<file path="config.mk">
export PLATFORM = sky130hd
export DESIGN_NAME = button_events
export DESIGN_NICKNAME = d
export VERILOG_FILES = /design/src/rtl/btn_evt_pkg.sv /design/src/rtl/btn_evt_slot.sv /design/src/rtl/button_events.sv
export SDC_FILE = /design/constraint.sdc
export NUM_CORES = 1
export LEC_CHECK = 0
export CORE_MARGIN = 10
export CORE_UTILIZATION = 49
export DETAILED_ROUTE_END_ITERATION = 6
export DONT_BUFFER_PORTS = 1
export PLACE_DENSITY_LB_ADDON = 0.25
export SKIP_LAST_GASP = 1
export SLEW_MARGIN = 20
export SYNTH_ARGS = -nofsm -noshare
export SYNTH_HDL_FRONTEND = slang
export SYNTH_SLANG_ARGS = --single-unit
</file>
<file path="constraint.sdc">
create_clock -name clk -period 1.65 [get_ports clk]
set_input_delay 0.33 -clock clk [delete_from_list [all_inputs] [get_ports clk]]
set_output_delay 0.33 -clock clk [all_outputs]
set_load 0.02 [all_outputs]
</file>
<file path="src/rtl/btn_evt_pkg.sv">
// ============================================================================
//  Module      : btn_evt_pkg
//  Description : Shared types for the button event pipeline. These are the
//                FSM state encoding, the event codes seen by the core, and a
//                small helper for sizing the counter.
//  Revision    : 1.0 - initial release
// ============================================================================
`timescale 1ns/1ps
`default_nettype none

package btn_evt_pkg;

    typedef enum logic [1:0] {
        IDLE      = 2'd0,
        PRESSED   = 2'd1,
        LONG_HELD = 2'd2
    } btn_state_t;

    typedef enum logic [1:0] {
        EVT_PRESS   = 2'd0,
        EVT_RELEASE = 2'd1,
        EVT_LONG    = 2'd2,
        EVT_REPEAT  = 2'd3
    } evt_code_t;

    function automatic int max_int(input int a, input int b);
        return (a > b) ? a : b;
    endfunction

endpackage

`default_nettype wire

</file>
<file path="src/rtl/btn_evt_slot.sv">
// ============================================================================
//  Module      : btn_evt_slot
//  Description : Single-entry valid/ready event holding register with a
//                sticky overrun flag. Any new event that arrives while the
//                slot is full and not being drained is dropped.
//  Revision    : 1.0 - initial release
// ============================================================================
`timescale 1ns/1ps
`default_nettype none

module btn_evt_slot
    import btn_evt_pkg::*;
(
    input  logic      clk,
    input  logic      nReset,
    input  logic      raise,
    input  evt_code_t code,
    input  logic      evt_ready,
    input  logic      overrun_clr,
    output logic      evt_valid,
    output evt_code_t evt_code,
    output logic      overrun
);

    logic      valid_q, valid_d;
    evt_code_t code_q,  code_d;
    logic      ovr_q,   ovr_d;

    // Slot load/drain and overrun. A drop sets overrun after the clear is applied, so a drop wins over a clear.
    always_comb begin
        valid_d = valid_q;
        code_d  = code_q;
        ovr_d   = ovr_q;

        if (overrun_clr) begin
            ovr_d = 1'b0;
        end

        if (raise) begin
            if (!valid_q || evt_ready) begin
                valid_d = 1'b1;
                code_d  = code;
            end else begin
                ovr_d   = 1'b1;
            end
        end else if (valid_q && evt_ready) begin
            valid_d = 1'b0;
        end
    end

    // Slot state registers.
    always_ff @(posedge clk or negedge nReset) begin
        if (!nReset) begin
            valid_q <= 1'b0;
            code_q  <= EVT_PRESS;
            ovr_q   <= 1'b0;
        end else begin
            valid_q <= valid_d;
            code_q  <= code_d;
            ovr_q   <= ovr_d;
        end
    end

    assign evt_valid = valid_q;
    assign evt_code  = code_q;
    assign overrun   = ovr_q;

endmodule

`default_nettype wire

</file>
<file path="src/rtl/button_events.sv">
// ============================================================================
//  Module      : button_events
//  Description : Turns a debounced button level into PRESS / RELEASE / LONG /
//                REPEAT events. Each event is handed to the register block
//                through a single-entry valid/ready slot.
//  Revision    : 1.0 - initial release
// ============================================================================
`timescale 1ns/1ps
`default_nettype none

module button_events
    import btn_evt_pkg::*;
#(
    parameter int LONG_CYCLES   = 50,   // must be >= 2
    parameter int REPEAT_CYCLES = 20    // must be >= 2
)(
    input  logic       clk,
    input  logic       nReset,
    input  logic       in,
    input  logic       evt_ready,
    input  logic       overrun_clr,
    output logic       evt_valid,
    output logic [1:0] evt_code,
    output logic       held,
    output logic       overrun
);

    localparam int MAX_CYCLES = max_int(LONG_CYCLES, REPEAT_CYCLES);
    localparam int CNT_W      = $clog2(MAX_CYCLES);

    localparam logic [CNT_W-1:0] LONG_LAST   = CNT_W'(LONG_CYCLES - 1);
    localparam logic [CNT_W-1:0] REPEAT_LAST = CNT_W'(REPEAT_CYCLES - 1);

    btn_state_t       state_q, state_d;
    logic [CNT_W-1:0] cnt_q,   cnt_d;
    logic             held_q,  held_d;
    logic             raise;
    evt_code_t        code;
    evt_code_t        slot_code;

    // Next state, hold counter and the single event raised at this edge. The counter is compared before it
    // increments, so LONG lands exactly LONG_CYCLES edges after PRESS.
    always_comb begin
        state_d = state_q;
        cnt_d   = cnt_q;
        raise   = 1'b0;
        code    = EVT_PRESS;

        case (state_q)
            IDLE: begin
                if (in) begin
                    state_d = PRESSED;
                    cnt_d   = '0;
                    raise   = 1'b1;
                    code    = EVT_PRESS;
                end
            end
            PRESSED: begin
                if (!in) begin
                    state_d = IDLE;
                    cnt_d   = '0;
                    raise   = 1'b1;
                    code    = EVT_RELEASE;
                end else if (cnt_q == LONG_LAST) begin
                    state_d = LONG_HELD;
                    cnt_d   = '0;
                    raise   = 1'b1;
                    code    = EVT_LONG;
                end else begin
                    cnt_d   = cnt_q + CNT_W'(1);
                end
            end
            LONG_HELD: begin
                if (!in) begin
                    state_d = IDLE;
                    cnt_d   = '0;
                    raise   = 1'b1;
                    code    = EVT_RELEASE;
                end else if (cnt_q == REPEAT_LAST) begin
                    cnt_d   = '0;
                    raise   = 1'b1;
                    code    = EVT_REPEAT;
                end else begin
                    cnt_d   = cnt_q + CNT_W'(1);
                end
            end
            default: begin
                state_d = IDLE;
                cnt_d   = '0;
            end
        endcase

        held_d = (state_d != IDLE);
    end

    // FSM, counter and held registers.
    always_ff @(posedge clk or negedge nReset) begin
        if (!nReset) begin
            state_q <= IDLE;
            cnt_q   <= '0;
            held_q  <= 1'b0;
        end else begin
            state_q <= state_d;
            cnt_q   <= cnt_d;
            held_q  <= held_d;
        end
    end

    btn_evt_slot u_slot (
        .clk         (clk),
        .nReset      (nReset),
        .raise       (raise),
        .code        (code),
        .evt_ready   (evt_ready),
        .overrun_clr (overrun_clr),
        .evt_valid   (evt_valid),
        .evt_code    (slot_code),
        .overrun     (overrun)
    );

    assign evt_code = slot_code;
    assign held     = held_q;

endmodule

`default_nettype wire

</file>
# --- After elaboration in Yosys (flattened, before gate mapping) ---
# Index checks and enable logic that the tools add are counted.
totals:
  ff_bits: 13
  latchBits: 0
  ramBits: 0
  rom_bits: 0
  output_inout_bits: 5
  memories: 0
op_classes:
  n_addsub: 1
  multipliers: 0
  n_div: 0
  n_lt_le_gt_ge: 0
  n_eq_ne: 6
  shifts: 0
  n_mux: 28
  bitwise: 0
  reduce_logical: 8
op_table:
  columns: ["cell", "n"]
  rows:
  - ["two-way mux 6 bit", 5]
  - ["case mux 6 bit (3 select lines)", 1]
  - ["two-way mux 2 bit", 8]
  - ["two-way mux 1 bit", 11]
  - ["adder 6 x 1 -> 6 bit (second input constant)", 1]
  - ["equality test 6 x 5 -> 1 bit (second input constant)", 1]
  - ["equality test 6 bit (second input constant)", 1]
  - ["case mux 2 bit (3 select lines)", 1]
  - ["case mux 2 bit (2 select lines)", 1]
  - ["AND reduction 2 bit", 2]
  - ["nonzero test 2 bit", 2]
  - ["case mux 1 bit (3 select lines)", 1]
  - ["equality test 2 x 1 -> 1 bit (second input constant)", 1]
  - ["equality test 2 bit (second input constant)", 1]
  - ["zero test 2 bit", 1]
  - ["inequality test 2 x 1 -> 1 bit (second input constant)", 1]
  - ["inequality test 2 bit (second input constant)", 1]
  - ["logical AND 1 bit", 1]
  - ["zero test 1 bit", 1]
  - ["logical OR 1 bit", 1]

# --- Logic depth before layout (Yosys ltp) ---
# Gate-level depths: netlist of run 1.
depth:
  word_depth: 6
  ltp_mapped: 7
  mapped_depth_nobuf: 6

# --- Modules after synthesis ---
# From an unflattened synthesis of run 1, not the netlist that was laid out.
unflattened:
  cells_unflattened: 83
  hier_area_um2: 793.3
modules_own_cells:
  columns: ["module", "instances", "cells_per_inst", "area_per_inst_um2"]
  rows:
  - ["button_events", 1, 71, 625.6]
  - ["btn_evt_slot", 1, 12, 167.7]

# --- Worst setup path before layout of run 1 ---
# No wires, ideal clock.
synth_path:
  kind: "reg2reg"
  from: "register state_q[1]"
  to: "register held_q (netlist: held)"
  setup_ns: 0.121
  arrival_ns: 1.377
  setup_slack_ns: 0.152
  stages_incl_launch_ff: 8
  n_path_buf: 1
  path_cell_list: "dfrtp_1 inv_1 ha_1 nor2b_1 clkbuf_1 o21ai_0 o21ai_0 a22o_1"
synth_via:
  elab_chain_cells: 4
  word_cells_on_any_way: 9
  cone_classes: "eq/ne (2); mux (5); reduce/logical (2)"
synth_rtl:
  columns: ["item", "line_no", "source"]
  rows:
  - ["from (decl)", "button_events.sv:34", "btn_state_t state_q, state_d;"]
  - ["from (signal assigned)", "button_events.sv:103", "state_q <= state_d;"]
  - ["two-way mux 2 bit", "button_events.sv:64", "end else if (cnt_q == LONG_LAST) begin"]
  - ["two-way mux 2 bit", "button_events.sv:59", "if (!in) begin"]
  - ["case mux 2 bit (3 select lines) *", "button_events.sv:49", "case (state_q)"]
  - ["nonzero test 2 bit *", "button_events.sv:93", "held_d = (state_d != IDLE);"]
  - ["via held_d", "button_events.sv:36", "logic held_q, held_d;"]
  - ["to (signal assigned)", "button_events.sv:105", "held_q <= held_d;"]
  - ["to (decl)", "button_events.sv:36", null]
# Mark *: on every way through the listed nets, which the timed path passes. The rest lies on a longest branch.
# A chain may end at the register's enable or synchronous reset.

# --- Worst setup path after layout of run 1 ---
layout_path:
  from: "register state_q[0]"
  to: "register held_q (netlist: held)"
# The elaborated chain is that of the path after synthesis.

==> results.json, run 1 <==
{
  "status": "complete, no violations",
  "cts_tree": "yes",
  "cts_buffers": 3,
  "cp-end-kind": "flop",
  "globalRouteOverflowTotal": 0,
  "vias_per_cell": 5.85,
  "power_density_nw_per_um2": 1150,
  "drive_gt1_share_pct": 17.5,
  "crit_type": "reg -> reg",
  "ff2ff_setup_slack_ns": 0.08,
  "fin_hold_ws_ns": 0.155,
  "num_antenna_cells": 0,
  "fillers": 141,
  "io_pins": 10,
  "grt_max_degree": 14,
  "drtIter0Drc": 26,
  "rsz0062_at_grt": "false",
  "finalMaxSlewViolations": 0,
  "ys.flop_type": "dfrtp_1",
  "dieArea_um2": 3760,
  "clockRootBuffer": "clkbuf_4",
  "drt_wl_total_um": 1640,
  "period_share_pct": 95.4,
  "path_max_fanout": 4,
  "ys_seq_area_share_pct": 38.9,
  "firstDrtPassIters": 4,
  "die_y_um": 61.3,
  "grt_pass1_wl_um": 2860,
  "relSlewSlack_pct": 59.9,
  "startpoint_type": "flop",
  "required_ns": 1.82,
  "rr_worst_depth": 5,
  "detail-route-antenna-nets": 0,
  "multi_input_comb_area_um2": 483,
  "clk_pin_slew_ns": 0.08,
  "setup_viol": 0,
  "clock.fmax_mhz": 635,
  "syn-instance-count": 92,
  "grt_use_total_pct": 9.93,
  "antenna_found_initial": 0,
  "yosysWarnings": 0,
  "synth-seq-cells": 13,
  "fin_setup_tns_ns": 0,
  "hold_path_end": "u_slot.overrun$_DFF_PN0_",
  "yosysUniqueCellTypes": 28,
  "die_w_um": 61.3,
  "row_count": 14,
  "r2r_start": "state_q[0]$_DFF_PN0_",
  "drc_errors": 0,
  "cap_violations": 0,
  "synth-edff-count": 0,
  "hold_depth": 1,
  "tightest_slew_ns": 0.599,
  "first_global_vias": 651,
  "arrival_ns": 1.74,
  "ir_drop_mv": 0.966,
  "reg2reg_to": "held$_DFF_PN0_",
  "hpwlAfterDp_um": 1210,
  "syn_nets": 103,
  "syn_area_per_cell_um2": 9.10,
  "num_vias": 661,
  "fp.coreArea_um2": 1560,
  "hold_viol": 0,
  "port_buffers": 0,
  "clock_sinks": 13,
  "initial_core_util_pct": 53.7,
  "htreeDepth": 1,
  "p_leak_nw": 0.386,
  "hp-start": "overrun_clr",
  "nets": 109,
  "async_flop_share_pct": 100,
  "power_w": 0.00106,
  "hp-class": "in -> reg",
  "fin_crit_ns": 1.57,
  "synth_area_um2": 837,
  "clk_latency_ns": 0.27,
  "fin_skew_ns": 0.000713,
  "seqCellArea_um2": 327,
  "wire_per_inst_um": 14.5,
  "syn2layout_area_growth_pct": 10.2,
  "gp_congestion": 0.808,
  "clock_path_buffers": 2
}
## placed cells by master (no fill, tap or decap), types with 2 or more instances in the layout
cell type and count:
o21ai_0 6, a21oi_1 2, nor2_1 2, and4_4 2
clkbuf_4 3, nand2_1 13, o21ai_1 2, dfrtp_1 12
inv_1 11, and2_1 5, o211ai_2 2, nor3_1 4
ha_1 6, nand3_1 2, a31oi_1 2, buf_4 2
o211ai_1 4
## report_power, final
| part | internal (W) | switching, W | leakage (nW) |
|---|---|---|---|
| logic | 0.000155 | 0.000211 | 0.201 |
| registers | 0.000387 | 0.000113 | 0.171 |
| clock network | 0.0000936 | 0.000104 | 0.0150 |
## per-stage QoR
| step | util [%] | setup slack [ns] | area [um^2] | std cells |
|---|---|---|---|---|
| after CTS | 57.2 | 0.0306 | 892 | 112 |
| after global placement | 54.9 | 0.0961 | 856 | 107 |
| after floorplan | - | 0.152 | 837 | 92 |
| after global routing | 59.1 | 0.00286 | 922 | 113 |
| after detailed placement | 54.9 | 0.0487 | 856 | 107 |
| final | 59.1 | 0.0754 | 922 | 113 |
## critical path, stage by stage, from the launching register on
cell and delay, ns:
dfrtp_1 0.38, inv_1 0.08, ha_1 0.25, and2_1 0.19, or3_1 0.38, a22o_1 0.19
## final cells by class
class | count | share of cell area, %
multi-input cells | 66 | 52.4
flip-flops and latches | 13 | 35.4
inverters | 11 | 4.48
clock buffers | 4 | 2.85
repair buffers | 3 | 2.71
well taps | 16 | 2.17
## flip-flops by register name, indices dropped and copies added (netlist names)
name              cells
state_q               2
u_slot.evt_valid      1
cnt_q                 6
held                  1
u_slot.overrun        1
u_slot.evt_code       2
## per-layer routing
layer  GRT usage [%]  wire length, um  up-vias
met5               0                0        -
met4            5.73                9        0
met3            2.26               83        2
met2            14.8              756       11
met1            12.9              789      312
li1                -                -      336
## how the worst max path moves through the flow
stage / startpoint / endpoint / slack, ns / depth (start not counted)
floorplan: state_q[1]$_DFF_PN0_ / held$_DFF_PN0_ / 0.15 / 7
global placement: state_q[1]$_DFF_PN0_ / cnt_q[2]$_DFFE_PN0P_ / 0.1 / 6
detailed placement: state_q[1]$_DFF_PN0_ / held$_DFF_PN0_ / 0.05 / 7
CTS: state_q[1]$_DFF_PN0_ / held$_DFF_PN0_ / 0.03 / 7
global route: state_q[0]$_DFF_PN0_ / held$_DFF_PN0_ / 0.003 / 5
finish: state_q[0]$_DFF_PN0_ / held$_DFF_PN0_ / 0.08 / 5
## kinds of logic after synthesis
logic type | share of synthesized area, %
compound gates | 22.7
fa+ha+maj | 8.97
buf+inv | 5.98
flops | 38.9
simple gates | 23.5
## cell usage after synthesis (2+ instances only)
library cell / n / area [um^2]
o21ai_0: 8 / 40.0
and2_1: 5 / 31.3
inv_1: 11 / 41.3
dfrtp_1: 13 / 325
nand3_1: 2 / 10.0
nor3_1: 4 / 20.0
a31oi_1: 4 / 25.0
nand2_1: 13 / 48.8
nor2_1: 2 / 7.51
ha_1: 6 / 75.1
a21oi_1: 2 / 10.0
and4_4: 2 / 22.5
o211ai_1: 4 / 30.0
o211ai_2: 2 / 25.0
## what timing repair did
| item | 4_1_cts | 5_1_grt |
|---|---|---|
| setup buffers | 0 | 1 |
| hold buffers | 1 | 0 |
| gates resized for setup | 0 | 6 |
| endpoints found under the hold margin | 13 | 0 |
| setup endpoints to repair | 0 | 9 |
Power figures use the tool's default switching activity.
==> run 2: changes to the inputs <==
--- a/config.mk
+++ b/config.mk
@@ -14,4 +14,5 @@
 export SLEW_MARGIN = 20
 export SYNTH_ARGS = -nofsm -noshare
 export SYNTH_HDL_FRONTEND = slang
+export SYNTH_HIERARCHICAL = 1
 export SYNTH_SLANG_ARGS = --single-unit
==> results.json, run 2 <==
{
  "clock_sinks": 13,
  "status": "finished with violations",
  "clock_path_buffers": 2,
  "cp-end-kind": "flop",
  "clk_latency_ns": 0.28,
  "cp_slowest_cell": "dfrtp_1",
  "cts_tree": "yes",
  "synth-seq-cells": 13,
  "relSlewSlack_pct": 61.2,
  "setup_viol": 2,
  "crit_path_end": "u_slot/evt_code[1]$_DFFE_PN0P_",
  "hold_viol": 0,
  "syn2layout_area_growth_pct": 29.0,
  "die_w_um": 60.2,
  "fin_ws_ns": -0.00526,
  "synth.area.top_cells": "dfrtp_1 (41%), ha_1 (9.5%), nand2_1 (4.7%)",
  "arrival_ns": 1.83,
  "async_flop_share_pct": 100,
  "period_share_pct": 100,
  "ir_drop_mv": 0.952,
  "synth_area_um2": 793,
  "firstDrtPassIters": 4,
  "dieArea_um2": 3630,
  "nets": 116,
  "fin_skew_ns": 0.00336,
  "yosys.area.top_type_share_pct": 41.0,
  "grt_pass1_wl_um": 2840,
  "r2r_start": "cnt_q[3]$_DFFE_PN0P_",
  "syn-instance-count": 83,
  "yosysUniqueCellTypes": 30,
  "num_antenna_cells": 0,
  "post-synth-top-count-cell": "dfrtp_1",
  "drtIter0Drc": 20,
  "required_ns": 1.82,
  "path_buf_inv": 0,
  "drt_wl_total_um": 1720,
  "worstSetupStartpoint": "cnt_q[3]$_DFFE_PN0P_",
  "fin_area_um2": 1020,
  "cts_buffers": 3,
  "synth-edff-count": 0,
  "globalRouteOverflowTotal": 0,
  "gp_congestion": 0.794,
  "htreeDepth": 1,
  "synth_common_cells": "dfrtp_1 (13), nand2_1 (10), inv_1 (9)",
  "fp.coreArea_um2": 1520,
  "final_common_cell": "buf_4",
  "hp-class": "in -> reg",
  "path_delay_family": "simple AND/OR/NAND/NOR gates",
  "drc_errors": 0,
  "clock.fmax_mhz": 604,
  "cp_slowest_stage_delay_ns": 0.41,
  "syn_area_per_cell_um2": 9.56,
  "io_pins": 10,
  "syn_nets": 94,
  "grt_use_total_pct": 10.2,
  "die_y_um": 60.2,
  "antenna_found_initial": 0,
  "cp_cell_sequence": "nor3b_4, nand4_1, a31o_2, a21oi_2, nand2_2, mux2_4",
  "clk_pin_slew_ns": 0.08,
  "ys.flop_type": "dfrtp_1",
  "final_cell_mix": "buf_4 (17), dfrtp_1 (13), nand2_1 (10)",
  "hpwlAfterDp_um": 1280,
  "placedInstanceArea_um2": 918,
  "path_max_fanout": 2,
  "startpoint_type": "flop",
  "port_buffers": 0,
  "finalMaxSlewViolations": 0,
  "vias_per_cell": 5.64,
  "p_leak_nw": 0.474,
  "cap_violations": 0,
  "detail-route-antenna-nets": 0,
  "clockRootBuffer": "clkbuf_4",
  "reg2reg_to": "u_slot/evt_code[1]$_DFFE_PN0P_",
  "rr_worst_depth": 6,
  "ff2ff_setup_slack_ns": -0.005,
  "crit_type": "reg -> reg",
  "yosysWarnings": 6,
  "initial_core_util_pct": 52.1,
  "tightest_slew_ns": 0.580,
  "worst-path-stages": 6,
  "rsz0062_at_grt": "true",
  "grt_max_degree": 14,
  "wire_per_inst_um": 14.3,
  "final_util_pct": 67.2,
  "yosys.area.top_type": "dfrtp_1",
  "drive_gt1_share_pct": 34.6,
  "row_count": 14,
  "violations": "negative setup slack",
  "regMostFlops": "cnt_q",
  "num_vias": 677,
  "first_global_vias": 655,
  "largest_reg_flops": 6,
  "power_density_nw_per_um2": 1170,
  "ys_seq_area_share_pct": 41.0,
  "hold_depth": 1,
  "power_w": 0.00120,
  "fin_crit_ns": 1.66
}
run 2: cell families after synthesis:
group / after synthesis / synth area share, %
AND/OR/NAND/NOR: 29 / 21.5
flip-flops: 13 / 41.0
AO/OA/AOI/OAI: 22 / 18.3
multiplexers: 2 / 3.79
adder cells (fa/ha/maj): 7 / 10.7
buffers and inverters: 10 / 4.73
run 2: power by group:
part           switching, W  internal, W  leakage (nW)  total (W)
logic              0.000253     0.000246         0.287   0.000500
clock network      0.000111    0.0000940        0.0150   0.000205
registers          0.000111     0.000386         0.172   0.000497
run 2: final cells by class:
cell class | count | area (um^2)
flip-flops and latches | 13 | 325
multi-input cells | 60 | 480
well taps | 16 | 20.0
repair buffers | 18 | 138
inverters | 9 | 33.8
fillers | 123 | 500
clock buffers | 4 | 26.3
run 2: how the worst min path moves through the flow:
stage | start | end
after floorplan | nReset | cnt_q[0]$_DFFE_PN0P_
after global placement | nReset | held$_DFF_PN0_
after detailed placement | nReset | held$_DFF_PN0_
after CTS | overrun_clr | u_slot/overrun$_DFF_PN0_
after global routing | overrun_clr | u_slot/overrun$_DFF_PN0_
final | overrun_clr | u_slot/overrun$_DFF_PN0_
run 2: what timing repair did:
action                                 4_1_cts  5_1_grt
hold buffers                                 1        0
resized for setup                            3        7
buffers inserted                             2        1
pin swaps                                    1        3
endpoints found under the hold margin       13        0
setup endpoints to repair                    2        8
run 2: stage by stage:
| stage | instances | hold WS (ns) | setup slack (ns) | TNS, ns |
|---|---|---|---|---|
| 3_5_place_dp | 112 | 0.0348 | -0.0684 | -0.133 |
| 5_1_grt | 120 | 0.136 | -0.0926 | -0.183 |
| 6_report | 120 | 0.133 | -0.00526 | -0.00839 |
| 2_1_floorplan | 83 | 0.0344 | -0.0291 | -0.0583 |
| 4_1_cts | 119 | 0.134 | -0.0198 | -0.0388 |
| 3_3_place_gp | 112 | 0.0349 | -0.00946 | -0.0189 |
run 2: layer usage:
layer,up-vias,global-route usage (%),share of wire [%]
met5,-,0,0
met4,0,5.77,2.1
met3,5,2.97,5.1
met2,14,15.4,46
met1,327,12.6,47
li1,331,-,-
==> run 3: changes to the inputs <==
--- a/config.mk
+++ b/config.mk
@@ -5,7 +5,8 @@
 export SDC_FILE = /design/constraint.sdc
 export NUM_CORES = 1
 export LEC_CHECK = 0
-export CORE_MARGIN = 10
+export CAP_MARGIN = 5
+export CORE_MARGIN = 3
 export CORE_UTILIZATION = 49
 export DETAILED_ROUTE_END_ITERATION = 6
 export DONT_BUFFER_PORTS = 1
==> results.json, run 3 (same netlist as run 2, synthesis figures left out) <==
{
  "clk_latency_ns": 0.28,
  "hold_viol": 0,
  "placedInstanceArea_um2": 917,
  "clock_path_buffers": 2,
  "p_leak_nw": 0.477,
  "tightest_slew_ns": 0.612,
  "detail-route-antenna-nets": 0,
  "grt_max_degree": 14,
  "drtIter0Drc": 23,
  "final_util_pct": 74.2,
  "crit_type": "reg -> reg",
  "gp_congestion": 0.755,
  "num_vias": 661,
  "startpoint_type": "flop",
  "largest_reg_flops": 6,
  "drt_wl_total_um": 1890,
  "wire_per_inst_um": 16.0,
  "final_common_cell": "buf_4",
  "firstDrtPassIters": 4,
  "fp.coreArea_um2": 1400,
  "required_ns": 1.81,
  "dp.cells": 111,
  "regMostFlops": "cnt_q",
  "cap_violations": 0,
  "port_buffers": 0,
  "final_cell_mix": "buf_4 (16), dfrtp_1 (12), nand2_1 (10)",
  "path_max_fanout": 3,
  "syn2layout_area_growth_pct": 30.9,
  "globalRouteOverflowTotal": 0,
  "clock_sinks": 13,
  "fin_hold_ws_ns": 0.132,
  "fin_crit_ns": 1.66,
  "antenna_found_initial": 0,
  "fin_area_um2": 1040,
  "multi_input_comb_area_um2": 503,
  "cp-end-kind": "flop",
  "ir_drop_mv": 1.02,
  "clk_pin_slew_ns": 0.08,
  "fin_ws_ns": -0.0144,
  "hp-class": "in -> reg",
  "fin_skew_ns": 0.00759,
  "hpwlAfterDp_um": 1220,
  "cts_tree": "yes",
  "power_density_nw_per_um2": 1200,
  "grt_pass1_wl_um": 2970,
  "finalMaxSlewViolations": 0,
  "num_antenna_cells": 0,
  "seqCellArea_um2": 327,
  "initial_core_util_pct": 56.7,
  "clockRootBuffer": "clkbuf_4",
  "cts_buffers": 3,
  "violations": "negative setup slack",
  "clock.fmax_mhz": 601,
  "row_count": 13,
  "drc_errors": 0,
  "drive_gt1_share_pct": 38.8,
  "arrival_ns": 1.83,
  "die_y_um": 46.2,
  "fillers": 97,
  "relSlewSlack_pct": 59.1,
  "setup_viol": 1,
  "status": "finished with violations",
  "die_w_um": 46.2,
  "nets": 115,
  "htreeDepth": 1,
  "dieArea_um2": 2140,
  "fin_cells": 118,
  "first_global_vias": 668,
  "grt_use_total_pct": 19.9,
  "rsz0062_at_grt": "true",
  "period_share_pct": 101,
  "io_pins": 10,
  "vias_per_cell": 5.60
}
## run 3: critical path: stages, from the launching register on
cell	delay [ns]
dfrtp_1	0.41
nor3b_4	0.21
nand4_1	0.15
a31o_2	0.23
a21oi_2	0.16
nand2_2	0.09
mux2_4	0.30
## run 3: routing by layer
metal / part of all wire [%] / track usage (%)
met5: 0 / 0
met4: 2.2 / 14.2
met3: 2.9 / 3.91
met2: 49 / 28.8
met1: 46 / 26.1
## run 3: through the flow
stage / setup WS, ns / TNS (ns) / power, W
3_3_place_gp: -0.0175 / -0.0308 / 0.000911
6_report: -0.0144 / -0.0144 / 0.00125
5_1_grt: -0.0889 / -0.250 / 0.00134
3_5_place_dp: -0.0785 / -0.148 / 0.000924
2_1_floorplan: -0.0291 / -0.0583 / 0.000778
4_1_cts: -0.0397 / -0.0600 / 0.00120
## run 3: cell type report
class	instances	area share (%)
timing repair buffer	17	12.5
clock buffer	4	2.53
tap	15	1.81
inverter	9	3.25
sequential	13	31.4
multi-input combinational	60	48.4
## run 3: power breakdown
group          switching (W)  internal [W]
Sequential          0.000117      0.000387
Clock               0.000108     0.0000939
Combinational       0.000279      0.000263
## run 3: path summary, 6_finish.rpt
path,start,end,slack (ns),depth (start not counted)
worst max-delay path,cnt_q[3]$_DFFE_PN0P_,u_slot/evt_code[1]$_DFFE_PN0P_,-0.01,6
worst min-delay path,overrun_clr,u_slot/overrun$_DFF_PN0_,0.13,1
worst max register to register,cnt_q[3]$_DFFE_PN0P_,u_slot/evt_code[1]$_DFFE_PN0P_,-0.01,6
worst min register to register,cnt_q[1]$_DFFE_PN0P_,cnt_q[1]$_DFFE_PN0P_,0.60,2
max in group asynchronous,nReset,cnt_q[0]$_DFFE_PN0P_,0.72,1
min in group asynchronous,nReset,held$_DFF_PN0_,0.49,1
## run 3: repair_timing
action / 4_1_cts / 5_1_grt
endpoints found under the hold margin: 13 / 0
endpoints found under the setup margin: 3 / 7
pin swaps: 3 / 2
buffers inserted: 1 / 1
hold buffers: 1 / 0
gates resized for setup: 8 / 8
